File: src/rtl/dlf_gear_ctrl.sv
// Lock-acquisition gear sequencer for the ADPLL third-order loop filter: IDLE -> FRST -> ACQ -> SETTLE -> TRACK.
// Optional holdover on reference dropout in TRACK is enabled with `define DLF_GEAR_HOLDOVER_EN.
module dlf_gear_ctrl #(
   parameter int ERR_W      = 8,
   parameter int LOCK_THR   = 4,
   parameter int UNLOCK_THR = 32,
   parameter int LOCK_CNT   = 64,
   parameter int SETTLE_CYC = 16,
   parameter int UNLOCK_CNT = 8,
   parameter int CNT_W      = 8
) (
   input  logic             clk,
   input  logic             rstn,
   input  logic             en,
   input  logic             ref_valid,
   input  logic [ERR_W-1:0] err_mag,
   output logic             dlf_rstn,
   output logic [1:0]       gear,
   output logic             freeze,
   output logic             locked,
   output logic [2:0]       state
);

   localparam logic [2:0] S_IDLE   = 3'd0;
   localparam logic [2:0] S_FRST   = 3'd1;
   localparam logic [2:0] S_ACQ    = 3'd2;
   localparam logic [2:0] S_SETTLE = 3'd3;
   localparam logic [2:0] S_TRACK  = 3'd4;
   localparam logic [2:0] S_HOLD   = 3'd5;

   localparam logic [ERR_W-1:0] LOCK_THR_V   = ERR_W'(LOCK_THR);
   localparam logic [ERR_W-1:0] UNLOCK_THR_V = ERR_W'(UNLOCK_THR);
   localparam logic [CNT_W-1:0] FRST_LAST    = CNT_W'(1);
   localparam logic [CNT_W-1:0] LOCK_LAST    = CNT_W'(LOCK_CNT - 1);
   localparam logic [CNT_W-1:0] SETTLE_LAST  = CNT_W'(SETTLE_CYC - 1);
   localparam logic [CNT_W-1:0] UNLOCK_LAST  = CNT_W'(UNLOCK_CNT - 1);
   localparam logic [CNT_W-1:0] CNT_MAX      = '1;

   logic [2:0]       state_q, state_d;
   logic [CNT_W-1:0] cnt_q, cnt_d, cnt_inc;
   logic             dlf_rstn_q, dlf_rstn_d;
   logic [1:0]       gear_q, gear_d;
   logic             freeze_q, freeze_d;
   logic             locked_q, locked_d;
   logic             good, bad;

   assign good = ref_valid && (err_mag <= LOCK_THR_V);
   assign bad  = ref_valid && (err_mag > UNLOCK_THR_V);

   always_ff @(posedge clk) begin
      if (!rstn) begin
         state_q    <= S_IDLE;
         cnt_q      <= '0;
         dlf_rstn_q <= 1'b0;
         gear_q     <= 2'd0;
         freeze_q   <= 1'b0;
         locked_q   <= 1'b0;
      end else begin
         state_q    <= state_d;
         cnt_q      <= cnt_d;
         dlf_rstn_q <= dlf_rstn_d;
         gear_q     <= gear_d;
         freeze_q   <= freeze_d;
         locked_q   <= locked_d;
      end
   end

   // One shared counter: FRST length, ACQ good run, SETTLE ref count, TRACK bad run.
   always_comb begin
      state_d = state_q;
      cnt_inc = (cnt_q == CNT_MAX) ? cnt_q : cnt_q + CNT_W'(1);
      cnt_d   = cnt_q;
      if (!en) begin
         state_d = S_IDLE;
      end else begin
         case (state_q)
            S_IDLE: state_d = S_FRST;
            S_FRST: begin
               if (cnt_q == FRST_LAST) state_d = S_ACQ;
               else                    cnt_d   = cnt_inc;
            end
            S_ACQ: begin
               if (good) begin
                  if (cnt_q == LOCK_LAST) state_d = S_SETTLE;
                  else                    cnt_d   = cnt_inc;
               end else begin
                  cnt_d = '0;
               end
            end
            S_SETTLE: begin
               if (bad) begin
                  state_d = S_FRST;
               end else if (ref_valid) begin
                  if (cnt_q == SETTLE_LAST) state_d = S_TRACK;
                  else                      cnt_d   = cnt_inc;
               end
            end
            S_TRACK: begin
               if (bad) begin
                  if (cnt_q == UNLOCK_LAST) state_d = S_FRST;
                  else                      cnt_d   = cnt_inc;
               end else if (!ref_valid) begin
`ifdef DLF_GEAR_HOLDOVER_EN
                  state_d = S_HOLD;
`else
                  state_d = S_FRST;
`endif
               end else begin
                  cnt_d = '0;
               end
            end
`ifdef DLF_GEAR_HOLDOVER_EN
            S_HOLD: begin
               if (ref_valid) state_d = S_TRACK;
            end
`endif
            default: state_d = S_IDLE;
         endcase
      end
      if (state_d != state_q) cnt_d = '0;
   end

   // Outputs follow the next state so they land together with it. No freeze while the filter is held in reset.
   always_comb begin
      dlf_rstn_d = !((state_d == S_IDLE) || (state_d == S_FRST));
      case (state_d)
         S_SETTLE:        gear_d = 2'd1;
         S_TRACK, S_HOLD: gear_d = 2'd2;
         default:         gear_d = 2'd0;
      endcase
      locked_d = (state_d == S_TRACK) || (state_d == S_HOLD);
      freeze_d = dlf_rstn_d && ((gear_d != gear_q) || (state_d == S_HOLD));
   end

   assign dlf_rstn = dlf_rstn_q;
   assign gear     = gear_q;
   assign freeze   = freeze_q;
   assign locked   = locked_q;
   assign state    = state_q;

endmodule

File: config.mk
export PLATFORM = sky130hd
export DESIGN_NAME = dlf_gear_ctrl
export DESIGN_NICKNAME = d
export VERILOG_FILES = /design/src/rtl/dlf_gear_ctrl.sv
export SDC_FILE = /design/constraint.sdc
export NUM_CORES = 1
export LEC_CHECK = 0
export CAP_MARGIN = 20
export CORE_MARGIN = 2
export CORE_UTILIZATION = 46
export DETAILED_ROUTE_END_ITERATION = 10
export PLACE_DENSITY = 0.74
export SLEW_MARGIN = 40
export SYNTH_ARGS = -nofsm -noshare
export SYNTH_HDL_FRONTEND = slang
export SYNTH_SLANG_ARGS = --single-unit
File: constraint.sdc
create_clock -name clk -period 1.9 [get_ports clk]
set_input_delay 0.19 -clock clk [delete_from_list [all_inputs] [get_ports clk]]
set_output_delay 0.19 -clock clk [all_outputs]
set_load 0.02 [all_outputs]
# --- Word-level counts from Yosys, hierarchy flattened ---
# Index checks and enable logic that the tools add are counted.
word_totals:
  reg_bits: 16
  inputBits: 12
  out_inout_bits: 8
  elab_cells: 68
classes:
  addsub: 1
  order_cmp: 2
  eq_ne: 22
  muxes: 23
  bitwise: 1
  n_reduce_logical: 13
op_table:
  columns: ["operator", "n"]
  rows:
  - ["8-bit 2-to-1 mux", 10]
  - ["8-bit one-hot mux with 4 select lines", 1]
  - ["3-bit 2-to-1 mux", 10]
  - ["3-bit one-hot mux with 5 select lines", 1]
  - ["3-bit by 2-bit == test with 1-bit output (second input constant)", 3]
  - ["3-bit == test (second input constant)", 3]
  - ["3-bit != test (second input constant)", 3]
  - ["9-bit AND reduction", 1]
  - ["8-bit by 1-bit adder with 8-bit output (second input constant)", 1]
  - ["8-bit by 1-bit == test with 1-bit output (second input constant)", 1]
  - ["8-bit by 3-bit == test with 1-bit output (second input constant)", 1]
  - ["8-bit by 4-bit == test with 1-bit output (second input constant)", 1]
  - ["8-bit by 6-bit == test with 1-bit output (second input constant)", 1]
  - ["8-bit == test (second input constant)", 1]
  - ["8-bit by 6-bit greater-than comparator with 1-bit output (second input constant)", 1]
  - ["8-bit by 3-bit <= comparator with 1-bit output (second input constant)", 1]
  - ["2-bit != test (second input constant)", 4]
  - ["3-bit by 1-bit == test with 1-bit output (second input constant)", 2]
  - ["3-bit zero test", 2]
  - ["2-bit one-hot mux with 2 select lines", 1]
  - ["4-bit nonzero test", 1]
  - ["2-bit OR reduction", 2]
  - ["1-bit logical AND", 3]
  - ["1-bit logical OR", 3]
  - ["4 further kinds", 4]

# --- Longest topological paths before layout ---
logic_depth:
  depth_word: 12
  depth_mapped: 9
  mapped_depth_nobuf: 8

# --- Worst setup path after synthesis ---
# Ideal clock, no wire load.
synth_timing:
  kind: "register -> register"
  startpoint: "register cnt_q[4]"
  endpoint: "register cnt_q[6]"
  setup_ns: 0.122
  arrival_time_ns: 1.952
  required_time_ns: 1.778
  setup_slack_ns: -0.174
  path_stages_with_launch: 7
  path_buffers: 0
  period_less_slack_ns: 2.074
  path_cell_list: "dfxtp_1 or4_4 or2_1 or3_1 a311o_1 nand4_4 a211oi_1"
synth_via:
  elab_chain_cells: 8
  word_cells_on_any_way: 33
  classes_between: "add/sub: 1; eq/ne: 10; mux: 20; reduce/logical: 2"
synth_lines:
  columns: ["element", "line_no", "text"]
  rows:
  - ["from (decl)", "40", "logic [CNT_W-1:0] cnt_q, cnt_d, cnt_inc;"]
  - ["from (signal assigned)", "60", "cnt_q <= cnt_d;"]
  - ["branches (longest 8 deep; another with 8-bit by 1-bit adder with 8-bit output)", null, null]
# Several ways; the timed one is not identified. The select of a mux whose other input is x is not followed.
# A chain may end at the register's enable or synchronous reset.

# --- Worst setup path in the final report ---
layout_timing:
  startpoint: "register cnt_q[4]"
  endpoint: "register freeze_q (netlist: freeze)"
layout_via:
  elab_chain_cells: 12
  word_cells_on_any_way: 26
  classes_between: "eq/ne: 9; mux: 11; reduce/logical: 6"
layout_lines:
  columns: ["element", "line_no", "text"]
  rows:
  - ["8-bit by 4-bit == test with 1-bit output", "94", "if (cnt_q == SETTLE_LAST) state_d = S_TRACK;"]
  - ["3-bit 2-to-1 mux", "94", null]
  - ["3-bit 2-to-1 mux", "93", "end else if (ref_valid) begin"]
  - ["3-bit 2-to-1 mux", "91", "if (bad) begin"]
  - ["3-bit one-hot mux with 5 select lines *", "76", "case (state_q)"]
  - ["3-bit 2-to-1 mux *", "73", "if (!en) begin"]
  - ["3-bit == test (on tied branches)", "126, 132", null]
  - ["2-bit OR reduction", "126", "case (state_d)"]
  - ["2-bit one-hot mux with 2 select lines", "126", null]
  - ["2-bit != test", "132", "freeze_d = dlf_rstn_d && ((gear_d != gear_q) || (state_d == S_HOLD));"]
  - ["1-bit logical OR", "132", null]
  - ["1-bit logical AND *", "132", null]
  - ["to (signal assigned)", "63", "freeze_q <= freeze_d;"]
  - ["to (decl)", "43", "logic freeze_q, freeze_d;"]
# Mark *: on every way between the ends. The rest lies on a longest branch, timed or not.

==> results.txt <==
- Before antenna repair, the detailed router went through 4 iterations.
- Entering global routing, the biggest net connects 16 pins.
- Seq/Total Area, Yosys: 29.7%
- The analysis attributes to net switching a power of 189 uW.
* Post-Synthesis Net Count: 144
* Die Height: around 52 um
- Post-detailed-route wirelength per cell: 16.4 um
- The kind of cell with the highest combined delay along the critical path is simple AND/OR/NAND/NOR gates.
* CTS Root Buffer Type: clkbuf_4
- Overflow after GRT: 0
- EDFF count, synth: 0
- 0 antenna diodes ended up in the layout.
* CP endpoint kind: register
* Worst path bufs/invs: 0
- Of the total power, the share spent switching nets is 26.6%.
* Commonest register cell after synthesis: dfxtp_1
- The average instance in the mapped netlist occupies 8.29 um2.
- Summing all placed instances gives a cell area of 0.00155 mm2.
- Total vias in the final route: 1267
- Routability-driven placement congestion ratio: between 0.9 and 1
- Worst-path cell with the longest stage delay: or4_4
- Failing checks: setup timing
- Insertion delay to the later sink of the worst-skew pair: 0.31 ns
- The completed layout was analyzed and its total power is 709 uW.
- Power density over the cells: slightly below 400 mW/mm2
- Nature of the critical path startpoint: register
- The total count of max-transition violations in the final report came to 0.
- The final layout contains routed wiring with a total length of around 3.6 mm.
- Ports: 20
- GRT Util Overall: 26.3%
- Final net count: 207
- After floorplanning, the core was sized to cover 0.00221 mm2.
* Area of the multi-input gates: around 850 um2
- For the final database, setup skew stands at ~0.0088 ns.
- Hold path cells: 3
- The worst register-to-register path has a depth of 6.
* Filler Cell Count: 155
- Count of standard-cell rows: 17
- IR analysis of the VDD net gives a maximum drop of 0.453 mV.
- By startpoint and endpoint, the worst setup path is classified as reg2reg.
* Register share of total power: 48.0%
- Cell breakdown of the critical path: or4_4 -> or2_4 -> o311a_1 -> o21ai_2 -> nor4_1 -> o32a_1
- # Max-Cap Violations: 0
* Max clock buf depth: 2
- Total clock buffers created by CTS: 3
* Clock tree from TritonCTS: done
* Required time at the worst-slack endpoint: roughly 2.1 ns
* Peak fanout along the critical path: 3
- First-pass GRT wire length: 5.25 mm
* PortBufs: 19
- Once the floorplan was initialized, standard cells occupied between 40% and 50% of the core.
- Initial antenna violation count: 0
- Maximum cell stage delay along the critical path: 0.57 ns
- Via density: 5.76
* Rel. slew slack: 74.4%
- Transition time at the pin with the least slew margin: 0.382 ns
* Achievable clock frequency: about 0.46 GHz
- Clock network fraction of design power: 34.1%
- Summing every instance area after synthesis gives 0.00108 mm2.
- Counting I/O delays and the setup requirement, the final critical path takes 2.17 ns.
* Number of logic stages on the critical path including buffering: 6
- The die covers ~0.0027 mm2.
- H-tree level count: 1
- Combinational logic is responsible for 17.9% of the overall power.
- Count of unique library cells instantiated by Yosys: 49
- Post-Layout Cell Count: between 200 and 250
- Cell internal power was estimated by the tool at 521 uW.
- In this run, post-CTS hold repair placed 0 buffers.
- Leakage power total: 0.000687 uW
- Die X: 52.4 um
- Number of nets with antenna violations after detailed routing: 0
- Once layout is done, the placed cells without fillers occupy 0.00180 mm2.
* RSZ-0062 raised after global routing: true
- HPWL after DPL: 2.34 mm
- Run status: finished, violations left
- Post-route fraction of the period consumed by the critical path: 114%
- In the final layout, flip-flops and latches occupy 325 um2.
- After synthesis the netlist holds a flip-flop and latch count of 16.
* Number of global-route vias before repair: 1229
- Area Growth Syn to Fin: 66.7%
- Final Hold Viols: 0
- Clock-pin slew was measured on the worst setup and hold paths at around 0.11 ns.
- Setup slack of the critical path after layout: -0.266 ns
* Post-synth ARST share: 0%
* Type of the tightest min-delay check: in2reg
- After detailed routing, the number of remaining DRC violations is 0.
* Cell total after placement: 208
* Setup violators final: 15
* Ratio of cells with drive above 1 in the final layout: 45.8%
- Synthesis handed over a netlist of 130 instances.
- Clock Sinks: 16
- The Yosys step of the flow raised 0 warnings.
- Detailed router's first-iteration violation count: 33
* Data arrival at the endpoint of the critical path: 2.36 ns
==> cell usage in the layout, fill, tap and decap left out, types with 3 or more instances in the layout <==
cell	count
o21ai_0	4
buf_4	39
a21oi_2	6
clkbuf_4	3
buf_6	4
dlymetal6s2s_1	3
nor2_2	3
inv_1	4
nor4_1	3
dfxtp_1	12
dfxtp_2	4
nor2_1	8
or3_1	4
a21oi_1	5
nand2_1	9
clkdlybuf4s50_1	16
nor4b_2	3
nor3_2	3
nand4_1	3
nand3_1	6
==> cells in the mapped netlist, types with 2 or more instances <==
cell type / number / area share (%)
nor4_1: 3 / 1.7
buf_2: 3 / 1.4
and3_1: 2 / 1.2
ha_1: 2 / 2.3
nand2_1: 9 / 3.1
nand2b_1: 2 / 1.2
inv_1: 4 / 1.4
nor4b_1: 4 / 3.3
nor3_1: 4 / 1.9
o22ai_1: 2 / 1.2
or2_2: 3 / 1.7
a21oi_1: 10 / 4.6
dfxtp_1: 16 / 30
nand4_1: 3 / 1.7
nor2_1: 13 / 4.5
and2_1: 2 / 1.2
o21ai_0: 6 / 2.8
or3_1: 5 / 2.9
nand3_1: 7 / 3.3
==> tightest hold or removal path, delay by kind of cell <==
family / cells / cell delay [ns]
buffers and inverters: 1 / 0.43
and+or+nand+nor: 2 / 0.25
==> final timing paths <==
path,startpoint,end,slack (ns)
setup / recovery,cnt_q[4]$_SDFFE_PP0P_,freeze$_SDFF_PN0_,-0.27
setup reg to reg,cnt_q[4]$_SDFFE_PP0P_,freeze$_SDFF_PN0_,-0.27
hold / removal,rstn,gear[1]$_SDFF_PN0_,0.60
hold reg to reg,cnt_q[3]$_SDFFE_PP0P_,cnt_q[3]$_SDFFE_PP0P_,0.63
==> metrics by stage <==
step | setup WS [ns] | util, % | hold slack (ns) | setup TNS, ns
finish | -0.266 | 81.2 | 0.600 | -2.81
global route | -0.339 | 81.2 | 0.606 | -3.93
CTS | -0.216 | 75.1 | 0.574 | -2.20
detailed placement | -0.479 | 70.0 | 0.550 | -5.21
global placement | -0.436 | 70.0 | 0.522 | -4.55
floorplan | -0.135 | - | 0.379 | -1.01
==> cell families (layout without fill, tap and decap cells) <==
kind of cell	count (synthesis)	in the layout	synth area share, %
fa+ha+maj	2	2	2.32
flops	16	16	29.7
xor+xnor	2	2	1.63
compound gates	33	33	23.3
simple gates	68	68	38.9
buf+inv	8	70	3.13
mux	1	1	0.929
==> power groups by stage <==
stage	clock network [uW]	registers, uW	logic [uW]
floorplan	0	349	44.6
global placement	0	348	110
detailed placement	0	348	111
CTS	241	340	114
global route	258	341	136
finish	242	340	127
==> state kept, by name (all words and copies together) (netlist names) <==
name and flops:
locked 1, dlf_rstn 1, state 3, cnt_q 8, freeze 1, gear 2
==> per-layer routing <==
metal	routed length, um	share of wire, %	global-route usage [%]	vias to the layer above
met5	0	0	0	-
met1	1550	43	34.1	587
li1	-	-	-	623
met3	222	6.2	3.71	10
met2	1740	48	42.5	47
met4	83	2.3	12.8	0
==> final cells by class <==
cell class	instances	share of cell area, %
Inverter	4	0.836
Timing Repair Buffer	62	29.8
Multi-Input combinational cell	106	47.2
Sequential cell	16	18.1
Tap cell	28	1.95
Clock buffer	4	2.02
==> timing repair <==
item                                    CTS  global route
gates resized for setup                  11            30
endpoints found under the setup margin   13            16
buffers inserted                          5             3
pin swaps                                 5            16
cloned                                    0             1
Note: power is estimated with default switching activity, not from simulation.
